===== config.mk =====
export PLATFORM = sky130hd
export DESIGN_NAME = ysyx_22050854_div_ctrl
export DESIGN_NICKNAME = d
export VERILOG_FILES = /design/src/rtl/ysyx_22050854_div_ctrl.sv
export SDC_FILE = /design/constraint.sdc
export NUM_CORES = 1
export LEC_CHECK = 0
export CORE_MARGIN = 1
export CORE_UTILIZATION = 30
export CTS_CLUSTER_DIAMETER = 200
export DETAILED_ROUTE_END_ITERATION = 12
export GPL_ROUTABILITY_DRIVEN = 0
export SLEW_MARGIN = 20
export SYNTH_ARGS = -nofsm -noshare
export SYNTH_HDL_FRONTEND = slang
export SYNTH_SLANG_ARGS = --single-unit

===== constraint.sdc =====
create_clock -name clk -period 11.7 [get_ports clk]
set_input_delay 3.51 -clock clk [delete_from_list [all_inputs] [get_ports clk]]
set_output_delay 3.51 -clock clk [all_outputs]
set_load 0.03 [all_outputs]

===== src/rtl/ysyx_22050854_div_ctrl.sv =====
// Multi-cycle radix-2 restoring divider for the execute stage, with valid/ready on both sides.
// Handles signed/unsigned, 64-bit and word forms, including the divide-by-zero and overflow results.
//
// state | meaning
// IDLE  | waiting for a request, div_ready high
// CALC  | one quotient bit per cycle, W cycles
// FIX   | apply signs, select quotient/remainder, word sign-extension
// DONE  | result presented, waiting for out_ready
module ysyx_22050854_div_ctrl #(
    parameter int XLEN = 64
) (
    input  logic            clk,
    input  logic            rst_n,
    input  logic            flush,
    input  logic            div_valid,
    output logic            div_ready,
    input  logic [3:0]      div_ctr,
    input  logic [XLEN-1:0] src1,
    input  logic [XLEN-1:0] src2,
    output logic            out_valid,
    input  logic            out_ready,
    output logic [XLEN-1:0] result,
    output logic            busy
);

    localparam int CW = $clog2(XLEN);

    typedef enum logic [1:0] {
        S_IDLE,
        S_CALC,
        S_FIX,
        S_DONE
    } state_t;

    state_t state;
    state_t state_nxt;

    logic [XLEN-1:0] quo;
    logic [XLEN-1:0] rem;
    logic [XLEN-1:0] dvs;
    logic [CW-1:0]   cnt;
    logic            q_neg;
    logic            r_neg;
    logic            is_rem;
    logic            is_word;

    logic            accept;
    logic            op_word;
    logic            op_rem;
    logic            op_uns;
    logic [XLEN-1:0] src1_ext;
    logic [XLEN-1:0] src2_ext;
    logic            s1;
    logic            s2;
    logic [XLEN-1:0] abs1;
    logic [XLEN-1:0] abs2;
    logic            div_zero;
    logic            overflow;
    logic            special;
    logic [XLEN-1:0] spec_q;
    logic [XLEN-1:0] spec_r;

    logic [XLEN:0]   shifted;
    logic [XLEN:0]   diff;
    logic [XLEN-1:0] quo_fix;
    logic [XLEN-1:0] rem_fix;

    // bit2 of the control field is don't-care
    logic unused_ctr;
    assign unused_ctr = div_ctr[2];

    function automatic logic [XLEN-1:0] fmt_res(input logic [XLEN-1:0] v, input logic w);
        return w ? {{(XLEN-32){v[31]}}, v[31:0]} : v;
    endfunction

    assign div_ready = (state == S_IDLE);
    assign out_valid = (state == S_DONE);
    assign busy      = (state != S_IDLE);
    assign accept    = div_valid & div_ready & ~flush;

    assign op_word = div_ctr[3];
    assign op_rem  = div_ctr[1];
    assign op_uns  = div_ctr[0];

    always_comb begin
        src1_ext = src1;
        src2_ext = src2;
        if (op_word) begin
            src1_ext = op_uns ? {{(XLEN-32){1'b0}}, src1[31:0]} : {{(XLEN-32){src1[31]}}, src1[31:0]};
            src2_ext = op_uns ? {{(XLEN-32){1'b0}}, src2[31:0]} : {{(XLEN-32){src2[31]}}, src2[31:0]};
        end
    end

    assign s1   = ~op_uns & src1_ext[XLEN-1];
    assign s2   = ~op_uns & src2_ext[XLEN-1];
    assign abs1 = s1 ? -src1_ext : src1_ext;
    assign abs2 = s2 ? -src2_ext : src2_ext;

    assign div_zero = op_word ? (src2[31:0] == 32'h0) : (src2 == '0);
    assign overflow = ~op_uns & (op_word
                    ? (src1[31:0] == 32'h8000_0000) && (src2[31:0] == 32'hFFFF_FFFF)
                    : (src1 == {1'b1, {(XLEN-1){1'b0}}}) && (src2 == '1));
    assign special  = div_zero | overflow;

    assign spec_q = div_zero ? '1 : src1_ext;
    assign spec_r = div_zero ? src1_ext : '0;

    // Remainder is always below the divisor, so one extra bit holds the shifted trial value.
    assign shifted = {rem, quo[XLEN-1]};
    assign diff    = shifted - {1'b0, dvs};

    assign quo_fix = q_neg ? -quo : quo;
    assign rem_fix = r_neg ? -rem : rem;

    always_comb begin
        state_nxt = state;
        case (state)
            S_IDLE: if (accept) state_nxt = special ? S_DONE : S_CALC;
            S_CALC: if (cnt == '0) state_nxt = S_FIX;
            S_FIX:  state_nxt = S_DONE;
            S_DONE: if (out_ready) state_nxt = S_IDLE;
            default: state_nxt = S_IDLE;
        endcase
        if (flush) state_nxt = S_IDLE;
    end

    always_ff @(posedge clk) begin
        if (!rst_n) state <= S_IDLE;
        else        state <= state_nxt;
    end

    always_ff @(posedge clk) begin
        if (!rst_n) begin
            quo     <= '0;
            rem     <= '0;
            dvs     <= '0;
            cnt     <= '0;
            q_neg   <= 1'b0;
            r_neg   <= 1'b0;
            is_rem  <= 1'b0;
            is_word <= 1'b0;
            result  <= '0;
        end else if (accept) begin
            // Word dividends sit in the top half so the MSB-first shift sees bit 31 first.
            quo     <= op_word ? {abs1[31:0], {(XLEN-32){1'b0}}} : abs1;
            rem     <= '0;
            dvs     <= abs2;
            cnt     <= op_word ? CW'(31) : CW'(XLEN-1);
            q_neg   <= s1 ^ s2;
            r_neg   <= s1;
            is_rem  <= op_rem;
            is_word <= op_word;
            if (special) result <= fmt_res(op_rem ? spec_r : spec_q, op_word);
        end else if (state == S_CALC) begin
            quo <= {quo[XLEN-2:0], ~diff[XLEN]};
            rem <= diff[XLEN] ? shifted[XLEN-1:0] : diff[XLEN-1:0];
            cnt <= cnt - CW'(1);
        end else if (state == S_FIX && !flush) begin
            result <= fmt_res(is_rem ? rem_fix : quo_fix, is_word);
        end
    end

endmodule


* Yosys cells after proc, flatten, opt, wreduce, memory -nomap -nowiden *
Cells that the tools add are included.

word-level totals
  logic and storage cells = 86
  flip-flop bits (word level) = 268
  output and inout port bits = 67
  input bits = 137

operators by class
  eq/ne operators = 12
  multiplexer cells = 32
  $add $sub $neg = 6
  reductions and logical operators = 15
  bitwise operators = 11

operator list
  cell                                                    count
  two-way mux 64 bit                                      22
  negator 64 bit                                          4
  equality test 64 bit (second input constant)            2
  subtractor 65 x 64 -> 65 bit                            1
  equality test 32 bit (second input constant)            2
  zero test 64 bit                                        1
  zero test 32 bit                                        1
  two-way mux 6 bit                                       3
  two-way mux 2 bit                                       4
  case mux 2 bit (4 select lines)                         1
  zero test 6 bit                                         1
  inequality test 2 x 1 -> 1 bit (second input constant)  3
  AND reduction 3 bit                                     2
  nonzero test 2 bit                                      3
  subtractor 6 x 1 -> 6 bit (second input constant)       1
  bitwise AND 1 bit                                       5
  equality test 2 bit (second input constant)             2
  inequality test 2 bit (second input constant)           2
  NOT 1 bit                                               4
  OR reduction 2 bit                                      2
  logical AND 1 bit                                       3
  equality test 2 x 1 -> 1 bit (second input constant)    1
  zero test 2 bit                                         1
  two-way mux 1 bit                                       2
  other kinds (3)                                         3

* Longest topological paths before layout *
Gate-level depths: netlist of the first run.

  depth after elaboration = 8
  mapped depth = 14
  gate-level depth less buffers = 13

* Worst setup path before layout of the first run *
Ideal clock, no wire load.

  path type = input port to flip-flop
  start point = in src2[1]
  end point = reg result[44]
  buffers on the path = 2
  setup time = 0.074 ns
  path slack = 5.468 ns
  data arrival time = 6.157 ns
  required time = 11.626 ns
  cell stages on the path = 13
  cell sequence = inv_1 > ha_1 > nor2b_1 > nand4b_1 > or3_1 > or2_2 > buf_2 > a21oi_4 > inv_2 > maj3_1 > o221a_2 > buf_2 > a31oi_1

between the ends
  cells in the longest elaborated chain, start to end = 7
  elaborated cells on any way between the ends = 18
  those cells by class = eq/ne (3); mux (8); bitwise (2); reduce/logical (5)

RTL lines
  element                                                                                       RTL line  source
  start: declaration                                                                            19        input logic [XLEN-1:0] src2,
  equality test 64 bit, or another cell as far along                                            102       : (src1 == {1'b1, {(XLEN-1){1'b0}}}) && (src2 == '1));
  logical AND 1 bit, or another cell as far along                                               102
  two-way mux 1 bit, or another cell as far along                                               101       ? (src1[31:0] == 32'h8000_0000) && (src2[31:0] == 32'hFFFF_FFFF)
  bitwise AND 1 bit / two-way mux 64 bit (equally long branches)                                100, 153
  bitwise OR 1 bit / two-way mux 64 bit (equally long branches)                                 103, 73
  inequality test 2 x 1 -> 1 bit (no source line) / two-way mux 64 bit (equally long branches)  --
  AND reduction 3 bit (no source line) / two-way mux 64 bit (equally long branches)             --
  end signal: assignment                                                                        153       if (special) result <= fmt_res(op_rem ? spec_r : spec_q, op_word);
  end signal: assignment                                                                        159       result <= fmt_res(is_rem ? rem_fix : quo_fix, is_word);
  end: declaration                                                                              22        output logic [XLEN-1:0] result,

Several ways; a longest one is shown, not always the timed one. The select of a mux whose other input is x is not followed.
A chain may end at the register's enable or synchronous reset.

* Worst setup path in the final report of the first run *
  start point = in src1[9]
  end point = reg result[31]

between the ends
  cells in the longest elaborated chain, start to end = 7
  elaborated cells on any way between the ends = 9
  those cells by class = eq/ne (3); mux (1); bitwise (2); reduce/logical (3)

RTL lines
  element                                                              RTL line  source
  start: declaration                                                   18        input logic [XLEN-1:0] src1,
  equality test 64 bit / equality test 32 bit (equally long branches)  102, 101
  logical AND 1 bit (on tied branches)                                 102, 101
  two-way mux 1 bit *                                                  101
  bitwise AND 1 bit *                                                  100       assign overflow = ~op_uns & (op_word
  bitwise OR 1 bit *                                                   103       assign special = div_zero | overflow;
  inequality test 2 x 1 -> 1 bit (no source line) *                    --
  AND reduction 3 bit (no source line) *                               --

Mark *: on every way between the ends. The rest lies on a longest branch, timed or not.

==> results of run 1 <==
==> per-stage QoR <==
step	hold WS [ps]	area, um^2	utilization [%]
after global routing	475	26600	35.5
after floorplan	432	22800	-
after global placement	440	25500	34.1
after CTS	457	26600	35.5
final	453	26600	35.5
after detailed placement	447	25500	34.1
==> worst paths after layout <==
kind	slack, ps	end	cells past startpoint
max	3770	result[31]$_SDFFE_PN0P_	11
min	450	dvs[27]$_SDFFE_PN0P_	2
max reg2reg	6140	rem[39]$_SDFFE_PP0P_	13
min reg2reg	450	dvs[27]$_SDFFE_PN0P_	2
==> sequential cells by signal, summed over array words and instances (netlist names) <==
signal,cells
quo,64
rem,64
r_neg,1
is_word,1
is_rem,1
dvs,64
state,2
result,64
cnt,6
q_neg,1
==> routing by layer <==
metal  up-vias  share of wire, %  global-route usage, %
li1      11500                 -                      -
met1     11700                46                   33.3
met2      1137                43                   35.0
met3       112               9.4                   4.32
met4         2               2.1                   4.74
met5         -             0.014                      0
==> cells in the final DEF (no fill, tap or decap), drive strengths merged, types with 14 or more instances in the layout <==
cell type and n:
nand2 307, nor2 305, a21oi 303, dfxtp 268
o21ai 263, clkdlybuf4s50 200, xnor2 178, xor2 121
inv 104, a211oi 90, ha 75, nor3 64
o31ai 64, mux2i 57, maj3 54, a31oi 52
nand3 48, clkbuf 47, nand4 40, o41ai 39
nand2b 38, buf 37, nor4 36, a21o 33
or3 33, o211ai 29, or4 26, o22ai 22
o22a 21, a22oi 21, or2 18, nor2b 17
a221oi 16, and2 14
==> final cells by class <==
class | count | area (um^2)
timing repair buffer | 237 | 2290
clock inverter | 9 | 163
antenna | 1 | 2.50
sequential | 268 | 5370
multi-input combinational | 2534 | 16200
inverter | 103 | 389
fill | 8031 | 48300
clock buffer | 47 | 896
tap | 969 | 1210
==> cells by family after synthesis <==
logic type	after synthesis	share of synthesized area [%]
flip-flops	268	23.6
AO/OA/AOI/OAI	1056	29.5
buffers and inverters	329	5.53
XOR/XNOR	299	11.5
adder cells (fa/ha/maj)	130	6.58
multiplexers	68	3.05
AND/OR/NAND/NOR	981	20.3
==> power by group through the flow <==
stage,Combinational [W],Clock [W],Sequential [W]
6_report,0.00133,0.00104,0.00104
5_1_grt,0.00144,0.00109,0.00105
4_1_cts,0.00130,0.00106,0.00104
3_5_place_dp,0.00129,0,0.00106
3_3_place_gp,0.00129,0,0.00106
2_1_floorplan,0.000879,0,0.00106
==> worst register-to-register path: stages, from the launching register on <==
cell,delay [ps]
dfxtp_1,600
inv_1,290
ha_1,310
fa_1,380
nand2b_1,190
a21oi_1,290
o21ai_0,240
o221a_2,370
o41a_1,570
o211ai_1,560
xor2_4,840
nand2_1,450
o21ai_0,290
nor2_1,60
==> flow_metrics.env, run 1 <==
export IMPL_synth_edf_count=0
export IMPL_numCtsBuffers=31
export IMPL_ys_flop_type="dfxtp_1"
export IMPL_synth_area_leader_cell="dfxtp_1"
export IMPL_drv_cap=0
export IMPL_fin_cells=4168
export IMPL_cts_setup_buffers=0
export IMPL_grt_pass1_vias=22300
export IMPL_clkSinkCount=268
export IMPL_grt_ovfl_total=0
export IMPL_hold_buffers=0
export IMPL_timing_critical_path_required_ps=12210
export IMPL_synthCells=3131
export IMPL_ys_warn_count=0
export IMPL_crit_path_cell_trace="clkdlybuf4s50_1 > or4_1 > nand4b_1 > nor2_1 > nand2_1 > o31ai_1 > a31oi_1 > a31oi_4 > buf_4 > o21ai_0 > o221a_2"
export IMPL_core_area_mm2=0.0748
export IMPL_wl_um=91800
export IMPL_cts_root_buf="clkbuf_16"
export IMPL_clk_pin_slew_worst_paths_ps=70
export IMPL_end_kind="flop"
export IMPL_die_width_um=278
export IMPL_final_max_slew_viol_count=0
export IMPL_pwr_share_comb_pct=38.9
export IMPL_setup_ws_ps=3770
export IMPL_powerDensity_mw_per_mm2=128
export IMPL_syn_to_final_growth_pct=16.6
export IMPL_startpoint="src1[9]"
export IMPL_drc=0
export IMPL_cts_resized_gates=0
export IMPL_die_area_mm2=0.0770
export IMPL_drt_pass1_iterations=8
export IMPL_synth_top_cell_area_share_pct=23.6
export IMPL_drt_iter0_markers=2540
export IMPL_syn_avg_cell_area_um2=7.27
export IMPL_drive_gt1_share_pct=4.60
export IMPL_design_portCount=204
export IMPL_setup_tns_final_ps=0
export IMPL_cts_buffer_depth=3
export IMPL_fin_crit_sh_pct=67.7
export IMPL_r2r_start="quo[63]$_SDFFE_PN0P_"
export IMPL_crit_arrival_ps=8440
export IMPL_synth_seq_cells=268
export IMPL_initial_core_util_pct=30.4
export IMPL_power_w=0.00341
export IMPL_skew_ps=23.2
export IMPL_p_seq_share_pct=30.5
export IMPL_p_leak_nw=9.22
export IMPL_num_rows=100
export IMPL_netlist_area_mm2=0.0228
export IMPL_num_vias=24500
export IMPL_dp_cells=4111
export IMPL_critPathKind="input pin to flop"
export IMPL_power_frac_clock_pct=30.6
export IMPL_ys_top_cells_by_count="nand2_1 (307), nor2_1 (304), a21oi_1 (302), dfxtp_1 (268), o21ai_0 (260)"
export IMPL_routedWlPerCell_um=22.0
export IMPL_cp_num_buf_inv=2
export IMPL_synth_fp_nets=3344
export IMPL_antenna_found_initial=2
export IMPL_rsz0062_at_grt="no"
export IMPL_avgViaCountPerCell=5.88
export IMPL_internal_power_w=0.00207
export IMPL_status="finished clean"
export IMPL_hold_class="flop to flop"
export IMPL_synthArstFlopShare_pct=0
export IMPL_max_stage_delay_ps=770
export IMPL_peakVddDrop_mv=0.113
export IMPL_synth_seq_area_share_pct=23.6
export IMPL_synth_most_common_cell="nand2_1"
export IMPL_fmax_ghz=0.126
export IMPL_grt_pass1_wl_um=139000
export IMPL_fin_crit_ps=7930
export IMPL_io_buffers=202
export IMPL_cts_tree="yes"
export IMPL_hold_viol=0
export IMPL_dp_slack_ps=3290
export IMPL_crit_fanout=98
export IMPL_die_height_um=278
export IMPL_slew_headroom_pct=23.0
export IMPL_cp_start_kind="input pin"
export IMPL_tightest_slew_ps=1150
export IMPL_path_delay_family="simple AND/OR/NAND/NOR gates"
export IMPL_hpwl_um=68700
export IMPL_swShare_pct=39.4
export IMPL_insertion_delay_ps=620
export IMPL_yosys_top_cells_area="dfxtp_1 (24%), xnor2_1 (6.8%), a21oi_1 (6.6%)"
export IMPL_fin_nets=3388
export IMPL_cts_max_level=1
export IMPL_min_from="dvs[27]$_SDFFE_PN0P_"
export IMPL_grt_start_max_net_pins=169
export IMPL_ant_nets=0
export IMPL_ys_types=85
export IMPL_setup_violations=0
export IMPL_track_usage_pct=23.0
export IMPL_p_switching_w=0.00134
export IMPL_slowest_stage="buf_4"
Power figures use the tool's default switching activity.
==> run 2, diff against run 1 <==
Clock period 11.7 ns to 7.25 ns, I/O delays scaled along.
==> flow_metrics.env, run 2 (synthesis results as in run 1) <==
export IMPL_cts_resized_gates=0
export IMPL_fin_nets=3399
export IMPL_insertion_delay_ps=540
export IMPL_multi_input_area_mm2=0.0162
export IMPL_cp_common_cell="a31oi_1"
export IMPL_n_antenna_cell=0
export IMPL_grt_start_max_net_pins=207
export IMPL_hold_viol=0
export IMPL_status="finished clean"
export IMPL_skew_ps=19.6
export IMPL_max_stage_delay_ps=750
export IMPL_final_max_slew_viol_count=0
export IMPL_power_w=0.00575
export IMPL_p_seq_share_pct=29.2
export IMPL_clkSinkCount=268
export IMPL_peakVddDrop_mv=0.142
export IMPL_swShare_pct=38.6
export IMPL_power_frac_clock_pct=33.6
export IMPL_wl_um=92200
export IMPL_num_vias=24500
export IMPL_pwr_share_comb_pct=37.2
export IMPL_end_kind="flop"
export IMPL_cts_tree="yes"
export IMPL_design_portCount=204
export IMPL_grt_pass1_vias=22200
export IMPL_layout_common_cells="nand2_1 (306), nor2_1 (300), a21oi_1 (300)"
export IMPL_path_delay_family="compound AO/OA/AOI/OAI gates"
export IMPL_tightest_slew_ps=1190
export IMPL_grt_ovfl_total=0
export IMPL_antenna_found_initial=3
export IMPL_final_common_cell="nand2_1"
export IMPL_rsz0062_at_grt="no"
export IMPL_numCtsBuffers=34
export IMPL_fmax_ghz=0.166
export IMPL_cts_max_level=2
export IMPL_core_area_mm2=0.0748
export IMPL_fin_crit_sh_pct=83.0
export IMPL_die_height_um=278
export IMPL_num_rows=100
export IMPL_hold_buffers=0
export IMPL_crit_path_cell_trace="clkdlybuf4s50_1 > or4_1 > nand4b_1 > nor2_1 > nand2_1 > o31ai_1 > a31oi_1 > a31oi_4 > o221a_2 > a31oi_1"
export IMPL_io_buffers=202
export IMPL_seqCellArea_mm2=0.00537
export IMPL_fin_area_mm2=0.0268
export IMPL_p_leak_nw=9.37
export IMPL_cts_root_buf="clkbuf_16"
export IMPL_grt_pass1_wl_um=139000
export IMPL_critPathKind="input pin to flop"
export IMPL_cp_start_kind="input pin"
export IMPL_hpwl_um=69100
export IMPL_drv_cap=0
export IMPL_slew_headroom_pct=20.0
export IMPL_clk_pin_slew_worst_paths_ps=60
export IMPL_timing_critical_path_required_ps=7620
export IMPL_initial_core_util_pct=30.4
export IMPL_drt_iter0_markers=2996
export IMPL_ant_nets=0
export IMPL_track_usage_pct=23.1
export IMPL_powerDensity_mw_per_mm2=214
export IMPL_routedWlPerCell_um=22.1
export IMPL_crit_arrival_ps=6380
export IMPL_syn_to_final_growth_pct=17.8
export IMPL_die_width_um=278
export IMPL_drive_gt1_share_pct=5.26
export IMPL_p_switching_w=0.00222
export IMPL_setup_tns_final_ps=0
export IMPL_dp_slack_ps=887
export IMPL_fin_crit_ps=6020
export IMPL_drc=0
export IMPL_internal_power_w=0.00353
export IMPL_cp_num_buf_inv=1
export IMPL_avgViaCountPerCell=5.85
export IMPL_hold_class="flop to flop"
export IMPL_cts_buffer_depth=3
export IMPL_setup_ws_ps=1230
export IMPL_crit_fanout=32
export IMPL_cts_setup_buffers=0
export IMPL_die_area_mm2=0.0770
export IMPL_setup_violations=0
export IMPL_slowest_stage="o221a_2"
export IMPL_n_fill_cell=7943
export IMPL_reg2reg_slack_ps=1720
export IMPL_drt_pass1_iterations=6
export IMPL_dpl_cell_area_mm2=0.0256
## run 2: layout make-up
type,instances,area share (%)
Sequential cell,268,20.0
Tap cell,969,4.52
Timing Repair Buffer,245,8.84
Inverter,103,1.45
Clock inverter,14,0.760
Multi-Input combinational cell,2534,60.5
Clock buffer,48,3.90
## run 2: tightest hold or removal path, delay by kind of cell, from the launching register on
family          cells  cell delay, ps
flops               1             310
compound gates      1              50
simple gates        1              50
## run 2: worst paths after layout
kind / cells after the start / from / endpoint
min reg2reg: 2 / dvs[27]$_SDFFE_PN0P_ / dvs[27]$_SDFFE_PN0P_
min: 2 / dvs[27]$_SDFFE_PN0P_ / dvs[27]$_SDFFE_PN0P_
max: 10 / src1[9] / result[46]$_SDFFE_PN0P_
max reg2reg: 13 / quo[63]$_SDFFE_PN0P_ / rem[20]$_SDFFE_PP0P_
## run 2: routing by layer
metal / vias to the layer above / share of wire, % / track usage [%]
met4: 4 / 2.3 / 5.21
met3: 122 / 11 / 5.29
met5: - / 0.049 / 0
li1: 11600 / - / -
met2: 1176 / 42 / 34.9
met1: 11600 / 45 / 32.9
## run 2: per-stage QoR
stage / hold WS [ps] / cells / utilization, %
floorplan: 432 / 3131 / -
detailed placement: 444 / 4119 / 34.2
finish: 449 / 4181 / 35.9
global route: 463 / 4181 / 35.9
CTS: 452 / 4181 / 35.9
global placement: 440 / 4119 / 34.2
## run 2: power by group through the flow
stage	sequential [W]	clock (W)	combinational, W
final	0.00168	0.00193	0.00214
after floorplan	0.00171	0	0.00142
after detailed placement	0.00171	0	0.00208
after CTS	0.00168	0.00196	0.00209
after global placement	0.00171	0	0.00207
after global routing	0.00169	0.00201	0.00233
